`src/rtl/int_master.sv`:
```
// SPI mode-0 master for the function generator register port.
// One request becomes one 32-bit frame: {read_flag, addr, data}, MSB first.
module int_master #(
  parameter int unsigned CLK_DIV    = 4,
  parameter int unsigned ADDR_WIDTH = 7,
  parameter int unsigned DATA_WIDTH = 24
) (
  input  logic                  sys_clk_i,
  input  logic                  sys_rst_i,
  input  logic                  req_i,
  input  logic                  req_we_i,
  input  logic [ADDR_WIDTH-1:0] req_addr_i,
  input  logic [DATA_WIDTH-1:0] req_data_i,
  output logic                  busy_o,
  output logic                  done_o,
  output logic [DATA_WIDTH-1:0] rd_data_o,
  output logic                  int_clk_o,
  output logic                  int_mosi_o,
  input  logic                  int_miso_i,
  output logic                  int_cs_o
);

  localparam int unsigned FRAME_LEN = 1 + ADDR_WIDTH + DATA_WIDTH;
  localparam int unsigned DIV_W     = $clog2(CLK_DIV);
  localparam int unsigned BIT_W     = $clog2(FRAME_LEN);

  if (CLK_DIV < 2) begin : g_div_check
    $error("int_master: CLK_DIV must be at least 2");
  end

  typedef enum logic [2:0] {
    S_IDLE  = 3'd0,
    S_SETUP = 3'd1,
    S_SHIFT = 3'd2,
    S_HOLD  = 3'd3,
    S_GAP   = 3'd4
  } state_t;

  state_t                 state_q, state_d;
  logic [DIV_W-1:0]       div_q, div_d;
  logic [BIT_W-1:0]       bit_q, bit_d;
  logic [FRAME_LEN-2:0]   tx_q, tx_d;
  logic [DATA_WIDTH-1:0]  rx_q, rx_d;
  logic                   we_q, we_d;
  logic                   busy_q, busy_d;
  logic                   done_q, done_d;
  logic [DATA_WIDTH-1:0]  rd_q, rd_d;
  logic                   sclk_q, sclk_d;
  logic                   mosi_q, mosi_d;
  logic                   cs_q, cs_d;

  logic                   div_last_c;
  logic [DATA_WIDTH-1:0]  wdata_c;
  logic [FRAME_LEN-1:0]   frame_c;

  assign div_last_c = (div_q == DIV_W'(CLK_DIV - 1));
  assign wdata_c    = req_we_i ? req_data_i : DATA_WIDTH'(0);
  assign frame_c    = {~req_we_i, req_addr_i, wdata_c};

  // Next-state and next-output logic
  always_comb begin
    state_d = state_q;
    div_d   = div_q;
    bit_d   = bit_q;
    tx_d    = tx_q;
    rx_d    = rx_q;
    we_d    = we_q;
    busy_d  = busy_q;
    done_d  = 1'b0;
    rd_d    = rd_q;
    sclk_d  = sclk_q;
    mosi_d  = mosi_q;
    cs_d    = cs_q;

    case (state_q)
      S_IDLE: begin
        div_d = '0;
        // The done cycle itself never accepts, so frames are spaced by one idle cycle.
        if (req_i && !done_q) begin
          tx_d    = frame_c[FRAME_LEN-2:0];
          mosi_d  = frame_c[FRAME_LEN-1];
          we_d    = req_we_i;
          bit_d   = BIT_W'(FRAME_LEN - 1);
          busy_d  = 1'b1;
          cs_d    = 1'b0;
          sclk_d  = 1'b0;
          state_d = S_SETUP;
        end
      end

      S_SETUP: begin
        div_d = div_q + DIV_W'(1);
        if (div_last_c) begin
          div_d   = '0;
          state_d = S_SHIFT;
        end
      end

      S_SHIFT: begin
        div_d = div_q + DIV_W'(1);
        if (div_last_c) begin
          div_d = '0;
          if (!sclk_q) begin
            sclk_d = 1'b1;
            rx_d   = {rx_q[DATA_WIDTH-2:0], int_miso_i};
          end else begin
            sclk_d = 1'b0;
            if (bit_q == '0) begin
              state_d = S_HOLD;
            end else begin
              mosi_d = tx_q[FRAME_LEN-2];
              tx_d   = {tx_q[FRAME_LEN-3:0], 1'b0};
              bit_d  = bit_q - BIT_W'(1);
            end
          end
        end
      end

      S_HOLD: begin
        div_d = div_q + DIV_W'(1);
        if (div_last_c) begin
          div_d   = '0;
          cs_d    = 1'b1;
          state_d = S_GAP;
        end
      end

      S_GAP: begin
        div_d = div_q + DIV_W'(1);
        if (div_last_c) begin
          div_d   = '0;
          done_d  = 1'b1;
          busy_d  = 1'b0;
          state_d = S_IDLE;
          if (!we_q) begin
            rd_d = rx_q;
          end
        end
      end

      default: begin
        state_d = S_IDLE;
        div_d   = '0;
        busy_d  = 1'b0;
        sclk_d  = 1'b0;
        cs_d    = 1'b1;
      end
    endcase
  end

  // State and output registers
  always_ff @(posedge sys_clk_i) begin
    if (sys_rst_i) begin
      state_q <= S_IDLE;
      div_q   <= '0;
      bit_q   <= '0;
      tx_q    <= '0;
      rx_q    <= '0;
      we_q    <= 1'b0;
      busy_q  <= 1'b0;
      done_q  <= 1'b0;
      rd_q    <= '0;
      sclk_q  <= 1'b0;
      mosi_q  <= 1'b0;
      cs_q    <= 1'b1;
    end else begin
      state_q <= state_d;
      div_q   <= div_d;
      bit_q   <= bit_d;
      tx_q    <= tx_d;
      rx_q    <= rx_d;
      we_q    <= we_d;
      busy_q  <= busy_d;
      done_q  <= done_d;
      rd_q    <= rd_d;
      sclk_q  <= sclk_d;
      mosi_q  <= mosi_d;
      cs_q    <= cs_d;
    end
  end

  assign busy_o     = busy_q;
  assign done_o     = done_q;
  assign rd_data_o  = rd_q;
  assign int_clk_o  = sclk_q;
  assign int_mosi_o = mosi_q;
  assign int_cs_o   = cs_q;

  // MOSI must hold through every SCLK high phase; SCLK only toggles with CS asserted
  a_mosi_stable : assert property (@(posedge sys_clk_i) disable iff (sys_rst_i)
    (sclk_q && $past(sclk_q)) |-> $stable(mosi_q));
  a_sclk_in_cs : assert property (@(posedge sys_clk_i) disable iff (sys_rst_i)
    sclk_q |-> !cs_q);

endmodule

```
`config.mk`:
```
export PLATFORM = sky130hd
export DESIGN_NAME = int_master
export DESIGN_NICKNAME = d
export VERILOG_FILES = /design/src/rtl/int_master.sv
export SDC_FILE = /design/constraint.sdc
export NUM_CORES = 1
export LEC_CHECK = 0
export ABC_AREA = 1
export BUFFER_PORTS_ARGS = -buffer_cell sky130_fd_sc_hd__buf_2
export CAP_MARGIN = 15
export CORE_UTILIZATION = 45
export CTS_BUF_LIST = sky130_fd_sc_hd__clkbuf_4 sky130_fd_sc_hd__clkbuf_8
export DETAILED_ROUTE_END_ITERATION = 10
export HOLD_SLACK_MARGIN = 0.05
export PLACE_DENSITY = 0.77
export SLEW_MARGIN = 10
export SYNTH_ARGS = -nofsm -noshare
export SYNTH_HDL_FRONTEND = slang
export SYNTH_SLANG_ARGS = --single-unit
```
`constraint.sdc`:
```
create_clock -name sys_clk_i -period 1.6 [get_ports sys_clk_i]
set_clock_uncertainty 0.05 [all_clocks]
set_input_delay 0.08 -clock sys_clk_i [delete_from_list [all_inputs] [get_ports sys_clk_i]]
set_output_delay 0.08 -clock sys_clk_i [all_outputs]
set_load 0.03 [all_outputs]
```
# Yosys cells after proc, flatten, opt, wreduce, memory -nomap -nowiden
# Index checks and enable logic that the tools add are counted.
# W data, S select, Z words.
# word_totals
ff_bits	95
latchBits	0
ram_bits	0
romBits	0
out_inout_bits	29
wordCells	88
n_memories	0
# op_classes
n_addsub	2
multipliers	0
div_mod_pow	0
magnitude_cmp	0
n_eq_ne	13
shift	0
n_mux	34
n_bitwise	8
n_reduce_logical	19
# ops
cell	count
$mux W31	4
$pmux W31 S2	1
$mux W24	1
$mux W3	7
$mux W5	4
$ne A2 B2 Y1 const B	8
$pmux W3 S5	1
$reduce_and A3 Y1	5
$reduce_or A3 Y1	4
$mux W1	11
$pmux W5 S2	1
$pmux W1 S3	3
$not A1 Y1	8
$reduce_and A7 Y1	1
$eq A3 B2 Y1 const B	2
$logic_not A5 Y1	1
$reduce_and A5 Y1	1
$sub A5 B1 Y5 const B	1
$reduce_or A4 Y1	1
$eq A3 B1 Y1 const B	1
$eq A3 B3 Y1 const B	1
$logic_not A3 Y1	1
$add A2 B1 Y2 const B	1
$eq A2 B2 Y1 const B	1
6 further kinds	6

# Depth between registers and ports, before layout
# Gate-level depths: netlist (run 1).
# depth
word_depth	5
depth_mapped	10

# Worst setup path after synthesis (run 1)
# Ideal clock, no wire load.
# synth_path
kind	register to register
from	register bit_q[0]
to	register tx_q[15]
setup_ns	0.115
arrival_time_ns	1.286
required_time_ns	1.435
setup_slack_ns	0.149
path_stages_with_launch	10
n_path_buf	1
cell_sequence	dfxtp_1 > inv_1 > ha_1 > nand3_1 > nand3_1 > nand2_1 > buf_2 > nand3_1 > nand2_1 > nor2_1
# synth_between
elab_chain_cells	3
# synth_lines
element	line_no	rtl
start, declared	41	logic [BIT_W-1:0] bit_q, bit_d;
start signal, assigned	169	bit_q <= bit_d;
$logic_not A5 Y1	108	if (bit_q == '0) begin
$ne A2 B2 Y1 (no line)	n/a	
$reduce_and A5 Y1 (no line)	n/a	
end signal, assigned	170	tx_q <= tx_d;
end, declared	42	logic [FRAME_LEN-2:0] tx_q, tx_d;
# No other way between the ends.
# A chain may end at the register's enable or synchronous reset.

# Final worst setup path (run 1)
# layout_path
from	register bit_q[0]
to	register tx_q[4]
# The elaborated chain is that of the path after synthesis.

==> results of run 1 <==
[state kept, by name, summed over array words and instances (netlist names)]
name and cells:
rx_q 24, tx_q 31, done_o 1, bit_q 5, int_cs_o 1, we_q 1
div_q 2, state_q 3, int_clk_o 1, int_mosi_o 1, busy_o 1, rd_data_o 24
[logic make-up (layout without fill, tap and decap cells)]
logic type                 count (synthesis)  after routing  share of synthesized area (%)
xor gates and xnor gates                   1              1                         0.2119
buffers and inverters                     61            131                          6.749
and+or+nand+nor                          341            341                          32.99
adders and majority gates                  2              2                         0.6052
DFF                                       95             95                          46.00
AOI/OAI and AO/OA                        111            111                          13.44
[power groups by stage]
stage	registers, mW	clock network, mW	logic [mW]
2_1_floorplan	3.16	0	2.93
3_3_place_gp	3.14	0	3.75
3_5_place_dp	3.17	0	3.87
4_1_cts	3.12	1.70	3.90
5_1_grt	3.21	1.80	4.95
6_report	3.15	1.65	4.42
[how the worst max path moves through the flow]
| stage | endpoint | slack (ns) |
|---|---|---|
| after floorplan | tx_q[15]$_SDFFE_PP0P_ | 0.15 |
| after global placement | int_mosi_o$_SDFFE_PP0P_ | 0.04 |
| after detailed placement | int_mosi_o$_SDFFE_PP0P_ | -0.02 |
| after CTS | rd_data_o[15]$_SDFFE_PP0P_ | 0.02 |
| after global routing | tx_q[4]$_SDFFE_PP0P_ | -0.04 |
| final | tx_q[4]$_SDFFE_PP0P_ | 0.07 |
[area by class of cell]
class                      instances  area share, %
inverter                          21          1.610
tap                              108          2.675
clock inverter                     6          1.437
sequential                        95          37.78
clock buffer                      10          2.725
timing repair buffer              94          14.07
multi-input combinational        455          39.71
[worst register-to-register path, stage by stage, from the launching register on]
cell and delay (ns):
dfxtp_2 0.34, inv_2 0.08, ha_4 0.14, nand3_1 0.12
nand3_2 0.14, nand2_8 0.11, clkbuf_16 0.21, a21oi_1 0.16
nor2_1 0.07
[per-stage QoR]
step                      setup TNS (ns)  total power [mW]  std cells
after global routing            -0.03788             9.958        789
after floorplan                        0             6.098        611
final                                  0             9.224        789
after detailed placement        -0.05025             7.044        760
after CTS                              0             8.727        786
after global placement                 0             6.888        760
[timing repair]
item                                   4_1_cts  5_1_grt
resized for setup                            1       19
hold buffers                                10        0
cloned                                       0        3
endpoints found under the hold margin       11        0
setup endpoints to repair                   10       66
pin swaps                                    0        2
setup buffers                                0        0
[cell usage after synthesis, drive strengths merged]
master,instances
nand2,138
a21oi,39
buf,27
xor2,1
inv,20
clkinv,1
o21ai,72
nand4,3
ha,2
dfxtp,95
clkbuf,13
nor3,1
nand3,48
nor2,151
[per-layer routing]
layer,global-route usage (%),vias up
li1,-,2093
met1,23.90,1818
met2,34.02,106
met3,4.223,12
met4,5.711,0
met5,0,-
==> impl_metrics.yaml, run 1 <==
setup_path:
  startpoint: "bit_q[0]$_SDFFE_PP0P_"
  critPathCaptureType: "flip-flop"
  cp_top_family: "simple AND/OR/NAND/NOR gates"
  criticalPathCategory: "flip-flop to flip-flop"
  cp.required_ns: 1.80
  rrSetupSlack_ns: 0.07
  crit_chain: "inv_2, ha_4, nand3_1, nand3_2, nand2_8, clkbuf_16, a21oi_1, nor2_1"
  cp_num_buf_inv: 2
  critPathMaxStageDelay_ns: 0.34
  crit_fanout: 17
  ff2ff_path_depth: 8
  worst-path-stages: 8
  cpMaxStageDelayCell: "dfxtp_2"
  timing.rr.start: "bit_q[0]$_SDFFE_PP0P_"
  worstSetupStartpointType: "flip-flop"
  worstPathArrival_ns: 1.73
  crit-reg2reg-capture: "tx_q[4]$_SDFFE_PP0P_"
global_route:
  grt_max_degree: 39
  track_usage_pct: 19.44
  grt_pass1_wl_mm: 15.53
  grt_overflow: 0
  antenna_found_initial: 0
  grt_pass1_vias: 3638
power_and_ir_drop:
  peakVddDrop_v: 0.0006664
  p_comb_share_pct: 47.9
  p_seq_share_pct: 34.2
  swShare_pct: 40.50
  power.clock.fraction_pct: 17.9
  p_leak_nw: 2.478
  p_per_area_nw_per_um2: 1826
  p_switching_mw: 3.736
  internal_power_mw: 5.488
final_layout:
  fin_nets: 714
  syn2layout_area_growth_pct: 22.19
  fin_util_pct: 57.36
  drive_gt1_share_pct: 18.80
  stdcell_area_sq_um: 5051
  final_cell_mix: "147 x nor2_1, 134 x nand2_1, 90 x dfxtp_1, 64 x buf_2, 46 x nand3_1"
  diodes: 0
  mostFrequentLayoutCell: "nor2_1"
  fillers: 821
  multi_input_area_sq_um: 2006
  seq_area_sq_um: 1908
clock_tree:
  numCtsBuffers: 9
  clockBufferDepth: 2
  cts_sinks: 95
  cts_root_buffer: "clkbuf_8"
  cts_tree: "done"
  clock_latency_ns: 0.36
  h-tree-depth: 3
  cts.clk_slew.worst_paths_ns: 0.09
place:
  dpl_cell_area_sq_um: 4609
  dp_slack_ns: -0.02083
  dp_hpwl_mm: 6.058
  io_buffers: 64
  gp_congestion: 0.8724
routing:
  drtAntennaViolNets: 0
  wl_met3_microns: 402
  route.detailed.drc: 6
  viasPerCell: 5.106
  wl_met2_mm: 4.635
  highest_layer: "met4"
  met1_length_mm: 4.338
  wl_per_cell_microns: 12.01
  vias: 4029
  firstDrtPassIters: 8
  drt-total-wl_mm: 9.479
  dr.first_iter.drc_count: 159
sta:
  fmax_ghz: 0.6534
  setup_viol: 0
  hold_violations: 0
  worstMarginPinSlew_ns: 0.4262
  whs_ns: 0.05894
  fin_crit_sh_pct: 95.66
  fin_crit_ns: 1.531
  slew_headroom_pct: 71.59
  slew_viol_final: 0
  setup_ws_ns: 0.06948
logic_synthesis:
  synth_nets: 649
  yosys.area.top_type_share_pct: 46.00
  synth_area_leaders: "dfxtp_1 46%, nor2_1 13%, nand2_1 12%"
  ys_warn_count: 0
  yosys.area.top_type: "dfxtp_1"
  netlist_area_sq_um: 4134
  avgSynthCellArea_sq_um: 6.766
  synth.distinct_cells: 21
  ys_ff_latch: 95
  syn_inst: 611
  synth_seq_area_share_pct: 46.00
floorplan:
  initial_core_util_pct: 46.95
  dieWidth_microns: 97.85
  pin_count: 65
  die_y_microns: 97.85
  core_area_sq_um: 8806
  rows: 34
  die-area_sq_um: 9574
worst_hold_path:
  hold_path_depth: 5
  hold_end: "tx_q[29]$_SDFFE_PP0P_"
  min_from: "req_addr_i[5]"
  hold_class: "input port to flip-flop"
run_status:
  failed_checks: "DRC"
  outcome: "finished, violations left"
run:
  maxCapViolCount: 0
Power figures use the tool's default switching activity.
==> inputs of run 2 (changes only) <==
Settings changed: ABC_AREA 1 to not set.
==> run 2 against run 1 <==
Effect of this change: the run ends with setup timing left; die area decreased by 4.3%; final cell count decreased by 12%; via count decreased by 0.52%; cell area increased by 11%; sequential power decreased by 20%; maximum frequency decreased by 14%; worst setup slack got worse by 0.26 ns; clock power about the same.
==> impl_metrics.yaml, run 2 <==
final_layout:
  fin_nets: 626
  largest_reg_flops: 31
  diodes: 0
  mostFrequentLayoutCell: "nand2_1"
  stdcell_area_sq_um: 5587
  drive_gt1_share_pct: 34.57
  largest_register: "tx_q"
  fin_util_pct: 66.98
  final_cell_mix: "129 x nand2_1, 89 x dfxtp_1, 63 x buf_2, 44 x a21oi_1, 32 x dlygate4sd3_1"
  syn2layout_area_growth_pct: 41.39
  fillers: 596
  fin_cells: 698
clock_tree:
  numCtsBuffers: 9
  clock_latency_ns: 0.38
  cts.clk_slew.worst_paths_ns: 0.11
  clockBufferDepth: 2
  h-tree-depth: 3
  cts_sinks: 95
  cts_tree: "done"
  cts_root_buffer: "clkbuf_8"
sta:
  fin_crit_ns: 1.788
  fmax_ghz: 0.5592
  whs_ns: 0.1754
  slew_headroom_pct: 54.47
  slew_viol_final: 0
  setup_viol: 56
  hold_violations: 0
  fin_crit_sh_pct: 111.8
  worstMarginPinSlew_ns: 0.6829
  rsz0062_at_grt: "yes"
  finalSetupTns_ns: -3.164
  setup_ws_ns: -0.1882
place:
  dpl_cell_area_sq_um: 4556
  io_buffers: 64
  dp_slack_ns: -0.1524
  dp_hpwl_mm: 6.206
  gp_congestion: 0.8332
  placed_cells: 635
logic_synthesis:
  synth_common_cells: "137 x nand2_1, 95 x dfxtp_1, 55 x a21oi_1, 37 x nor3_1, 25 x nand3_1"
  synthSimpleGateAreaFrac_pct: 26.19
  synthMuxAreaShare_pct: 0.2533
  yosys.area.top_type: "dfxtp_1"
  synth_nets: 516
  synth.distinct_cells: 40
  synth_enable_flop_cells: 0
  synth_seq_area_share_pct: 48.13
  yosys.area.top_type_share_pct: 48.13
  synth_compound_area_share_pct: 18.21
  netlist_area_sq_um: 3951
  avgSynthCellArea_sq_um: 8.266
  synth_top_family_by_area: "simple AND/OR/NAND/NOR gates"
  post_synth_fa_ha_maj_area_fraction_pct: 0.6333
  syn_inst: 478
  synth_xor_area_share_pct: 0.4433
  synthArstFlopShare_pct: 0
  synth_most_common_cell: "nand2_1"
  ys_warn_count: 0
  synth_area_leaders: "dfxtp_1 48%, nand2_1 13%, a21oi_1 7.0%"
  synthFlopType: "dfxtp_1"
  ys_ff_latch: 95
setup_path:
  startpoint: "bit_q[0]$_SDFFE_PP0P_"
  cp.required_ns: 1.79
  crit_chain: "inv_2, ha_4, nor4b_4, nor3_4, buf_4, buf_12, nor3_1, a311oi_2"
  critPathMaxStageDelay_ns: 0.34
  worstPathArrival_ns: 1.98
  rrSetupSlack_ns: -0.19
  endpoint: "tx_q[11]$_SDFFE_PP0P_"
  crit-reg2reg-capture: "tx_q[11]$_SDFFE_PP0P_"
  critPathCaptureType: "flip-flop"
  crit_fanout: 15
  worstSetupStartpointType: "flip-flop"
  criticalPathCategory: "flip-flop to flip-flop"
  ff2ff_path_depth: 8
  timing.rr.start: "bit_q[0]$_SDFFE_PP0P_"
  cpMaxStageDelayCell: "dfxtp_2"
power_and_ir_drop:
  p_leak_nw: 2.107
  total_power_mw: 4.784
  p_per_area_nw_per_um2: 856.4
  peakVddDrop_v: 0.0004622
run:
  maxCapViolCount: 0
global_route:
  grt_overflow: 0
  grt_max_degree: 44
  grt_pass1_vias: 3668
  antenna_found_initial: 0
  track_usage_pct: 23.88
  grt_pass1_wl_mm: 16.91
floorplan:
  pin_count: 65
  dieWidth_microns: 95.71
  core_area_sq_um: 8341
  die-area_sq_um: 9159
  initial_core_util_pct: 47.37
  die_y_microns: 95.71
  rows: 33
routing:
  viasPerCell: 5.742
  dr.first_iter.drc_count: 274
  route.detailed.drc: 0
  wl_per_cell_microns: 16.70
  vias: 4008
  drt-total-wl_mm: 11.66
  drtAntennaViolNets: 0
  firstDrtPassIters: 5
run_status:
  outcome: "finished, violations left"
  failed_checks: "setup timing"
worst_hold_path:
  hold_path_depth: 3
  hold_class: "input port to flip-flop"
-- run 2: layout make-up --
class                      instances  area, sq um  share of cell area [%]
clock buffer                       9        123.9                   2.217
clock inverter                     7        83.83                   1.501
inverter                           8        30.03                  0.5375
multi-input combinational        331         2111                   37.78
sequential                        95         1912                   34.22
tap                              105        131.4                   2.352
timing repair buffer             143         1195                   21.39
-- run 2: cell families (layout without fill, tap and decap cells) --
| group | count (synthesis) | after routing |
|---|---|---|
| and+or+nand+nor | 228 | 228 |
| AOI/OAI and AO/OA | 98 | 98 |
| DFF | 95 | 95 |
| buffers and inverters | 52 | 167 |
| adders and majority gates | 2 | 2 |
| xor gates and xnor gates | 2 | 2 |
| muxes | 1 | 1 |
-- run 2: worst max-delay path, delay by kind of cell (launching register included) --
family          cells  cell delay, ns
simple gates        3            0.65
buf+inv             3            0.36
flops               1            0.34
fa+ha+maj           1            0.13
compound gates      1            0.11
-- run 2: worst min path at each step --
stage	to	slack [ns]	startpoint
after floorplan	rx_q[0]$_SDFFE_PP0P_	0.17	int_miso_i
after global placement	rx_q[0]$_SDFFE_PP0P_	0.28	int_miso_i
after detailed placement	rx_q[0]$_SDFFE_PP0P_	0.30	int_miso_i
after CTS	tx_q[12]$_SDFFE_PP0P_	0.14	req_we_i
after global routing	tx_q[7]$_SDFFE_PP0P_	0.19	req_we_i
final	tx_q[7]$_SDFFE_PP0P_	0.18	req_we_i
-- run 2: repair_timing --
item | 4_1_cts | 5_1_grt
pin swaps | 1 | 13
hold buffers | 32 | 0
gates resized for setup | 19 | 55
gates cloned | 2 | 6
endpoints found under the setup margin | 61 | 44
endpoints found under the hold margin | 32 | 0
buffers inserted | 3 | 4
-- run 2: power by group --
group	internal, mW	leakage, nW	switching (mW)
Clock	0.629	0.105	1.00
Combinational	0.318	1.22	0.317
Sequential	2.45	0.777	0.0630
Total	3.40	2.11	1.38
-- run 2: metal layers --
metal	routed length, microns	GRT usage (%)
met5	0	0
met2	5843	40.30
met3	560	4.660
met4	489	11.44
met1	4765	29.19
==> inputs of run 3 (changes only) <==
Settings changed: ABC_AREA set to 1, SKIP_LAST_GASP set to 1.
Clock period 1.6 ns to 2.3 ns, I/O delays scaled along.
==> run 3 against run 2 <==
Effect of this change: the run ends with DRC left; largest cell class unchanged; combinational power rose to 3.9 times the previous value; sequential share of layout area rose by 5.7 points; register-to-register slack improved by 0.56 ns; critical endpoint is now tx_q[30]$_SDFFE_PP0P_; maximum frequency fell by 7.4%; worst setup slack improved by 0.56 ns; flip-flop and latch count did not move; total power rose by 26%; die area rose by 4.5%; cell area fell by 15%; non-clock buffer count fell by 67.
==> impl_metrics.yaml, run 3 (synthesized netlist as in run 1, its figures left out) <==
clock_tree:
  cts_root_buffer: "clkbuf_8"
  numCtsBuffers: 9
  clockBufferDepth: 2
  h-tree-depth: 3
  clock_latency_ns: 0.36
  cts_sinks: 95
  cts.clk_slew.worst_paths_ns: 0.10
  cts_tree: "done"
global_route:
  track_usage_pct: 19.20
  grt_max_degree: 65
  grt_overflow: 0
  grt_pass1_wl_mm: 15.20
  grt_pass1_vias: 3551
  antenna_found_initial: 0
place:
  gp_congestion: 0.8964
  placed_cells: 752
  io_buffers: 64
  dp_slack_ns: 0.4158
  dp_hpwl_mm: 5.827
setup_path:
  worstSetupStartpointType: "flip-flop"
  worstPathArrival_ns: 2.11
  cpMaxStageDelayCell: "dfxtp_1"
  cp_num_buf_inv: 2
  cp_top_family: "simple AND/OR/NAND/NOR gates"
  crit_chain: "inv_2, nand3_2, nand2_1, inv_2, nand2_1, nand2_1, a21oi_1"
  critPathCaptureType: "flip-flop"
  crit-reg2reg-capture: "tx_q[30]$_SDFFE_PP0P_"
  criticalPathCategory: "flip-flop to flip-flop"
  rrSetupSlack_ns: 0.37
  timing.rr.start: "state_q[2]$_SDFFE_PP0P_"
  cpMostUsedCell: "nand2_1"
  critPathMaxStageDelay_ns: 0.49
  crit_fanout: 28
  ff2ff_path_depth: 7
  cp.required_ns: 2.48
final_layout:
  mostFrequentLayoutCell: "nor2_1"
  drive_gt1_share_pct: 15.54
  largest_register: "tx_q"
  fin_nets: 696
  largest_reg_flops: 31
  fin_cells: 771
  diodes: 0
  fillers: 868
  final_cell_mix: "148 x nor2_1, 135 x nand2_1, 95 x dfxtp_1, 64 x buf_2, 47 x nand3_1"
  syn2layout_area_growth_pct: 15.34
floorplan:
  core_area_sq_um: 8806
  die_y_microns: 97.85
  pin_count: 65
  initial_core_util_pct: 46.95
  rows: 34
  dieWidth_microns: 97.85
  die-area_sq_um: 9574
routing:
  viasPerCell: 5.082
  firstDrtPassIters: 7
  dr.first_iter.drc_count: 243
  highest_layer: "met4"
  wl_per_cell_microns: 11.51
  drt-total-wl_mm: 8.872
  wl_met2_mm: 4.339
  route.detailed.drc: 6
  vias: 3918
  met1_length_mm: 4.010
  wl_met3_microns: 387
  drtAntennaViolNets: 0
sta:
  slew_headroom_pct: 56.35
  setup_ws_ns: 0.3697
  finalSetupTns_ns: 0
  slew_viol_final: 0
  hold_violations: 0
  fmax_ghz: 0.5180
  fin_crit_sh_pct: 83.93
  rsz0062_at_grt: "no"
  setup_viol: 0
  worstMarginPinSlew_ns: 0.6524
  fin_crit_ns: 1.930
  whs_ns: 0.07418
power_and_ir_drop:
  internal_power_mw: 3.591
  p_switching_mw: 2.416
  p_comb_share_pct: 41.7
  power.clock.fraction_pct: 22.2
  p_per_area_nw_per_um2: 1260
  peakVddDrop_v: 0.0004732
  p_leak_nw: 2.362
  p_seq_share_pct: 36.1
  swShare_pct: 40.22
worst_hold_path:
  hold_class: "input port to flip-flop"
  min_from: "req_i"
  hold_path_depth: 3
  hold_end: "busy_o$_SDFFE_PP0P_"
run_status:
  outcome: "finished, violations left"
  failed_checks: "DRC"
run:
  maxCapViolCount: 0
[run 3: cell types whose count changed in the layout (fill, tap and decap cells not counted), moves of 6 or more]
cell	before	now
o21ai_1	1	30
nand2_1	129	135
buf_4	26	7
nor2_1	8	148
dfxtp_1	89	95
a21oi_2	11	0
o21ai_0	2	42
inv_1	5	14
nor3_1	30	1
nor3_2	6	0
nand3_1	25	47
a311oi_2	29	0
dlygate4sd3_1	32	3
buf_6	11	0
[run 3: metrics by stage]
step / power (mW) / cell area [sq um] / util [%]
finish: 6.007 / 4768 / 54.15
global route: 6.521 / 4768 / 54.15
CTS: 6.060 / 4768 / 54.15
detailed placement: 4.702 / 4487 / 50.95
global placement: 4.588 / 4487 / 50.95
floorplan: 4.242 / 4134 / -
[run 3: how the worst max path moves through the flow]
stage | depth (start not counted) | startpoint | to | slack [ns]
2_1_floorplan | 9 | bit_q[0]$_SDFFE_PP0P_ | tx_q[15]$_SDFFE_PP0P_ | 0.85
3_3_place_gp | 8 | state_q[2]$_SDFFE_PP0P_ | tx_q[17]$_SDFFE_PP0P_ | 0.50
3_5_place_dp | 7 | state_q[2]$_SDFFE_PP0P_ | tx_q[26]$_SDFFE_PP0P_ | 0.42
4_1_cts | 8 | state_q[2]$_SDFFE_PP0P_ | int_mosi_o$_SDFFE_PP0P_ | 0.38
5_1_grt | 8 | state_q[2]$_SDFFE_PP0P_ | int_mosi_o$_SDFFE_PP0P_ | 0.16
6_report | 7 | state_q[2]$_SDFFE_PP0P_ | tx_q[30]$_SDFFE_PP0P_ | 0.37
[run 3: final cells by class]
class                   instances  area [sq um]  share of cell area [%]
inverters                      21         78.83                   1.653
multi-input cells             455          1958                   41.07
clock inverters                 7         127.6                   2.676
clock buffers                   9         123.9                   2.598
flip-flops and latches         95          1902                   39.88
repair buffers                 76         442.9                   9.289
well taps                     108         135.1                   2.834
[run 3: worst reg2reg max path: cells and delay by family (launching register included)]
family	cells	cell delay [ns]
DFF	1	0.49
and+or+nand+nor	4	0.72
buffers and inverters	2	0.48
AOI/OAI and AO/OA	1	0.07
[run 3: metal layers]
layer  vias to the layer above  GRT usage [%]
met3                        15          3.579
li1                       2050              -
met2                        85          34.45
met1                      1768          22.41
met5                         -              0
met4                         0          7.809
[run 3: what timing repair did]
action / in CTS / in global routing
resized for setup: 0 / 0
buffers inserted: 0 / 0
hold buffers: 3 / 0
endpoints found under the hold margin: 6 / 0
[run 3: power groups by stage]
| stage | Clock [mW] | Sequential [mW] | Combinational [mW] |
|---|---|---|---|
| CTS | 1.38 | 2.17 | 2.51 |
| finish | 1.33 | 2.17 | 2.50 |
| global placement | 0 | 2.18 | 2.40 |
| global route | 1.45 | 2.21 | 2.86 |
| floorplan | 0 | 2.20 | 2.04 |
| detailed placement | 0 | 2.20 | 2.50 |
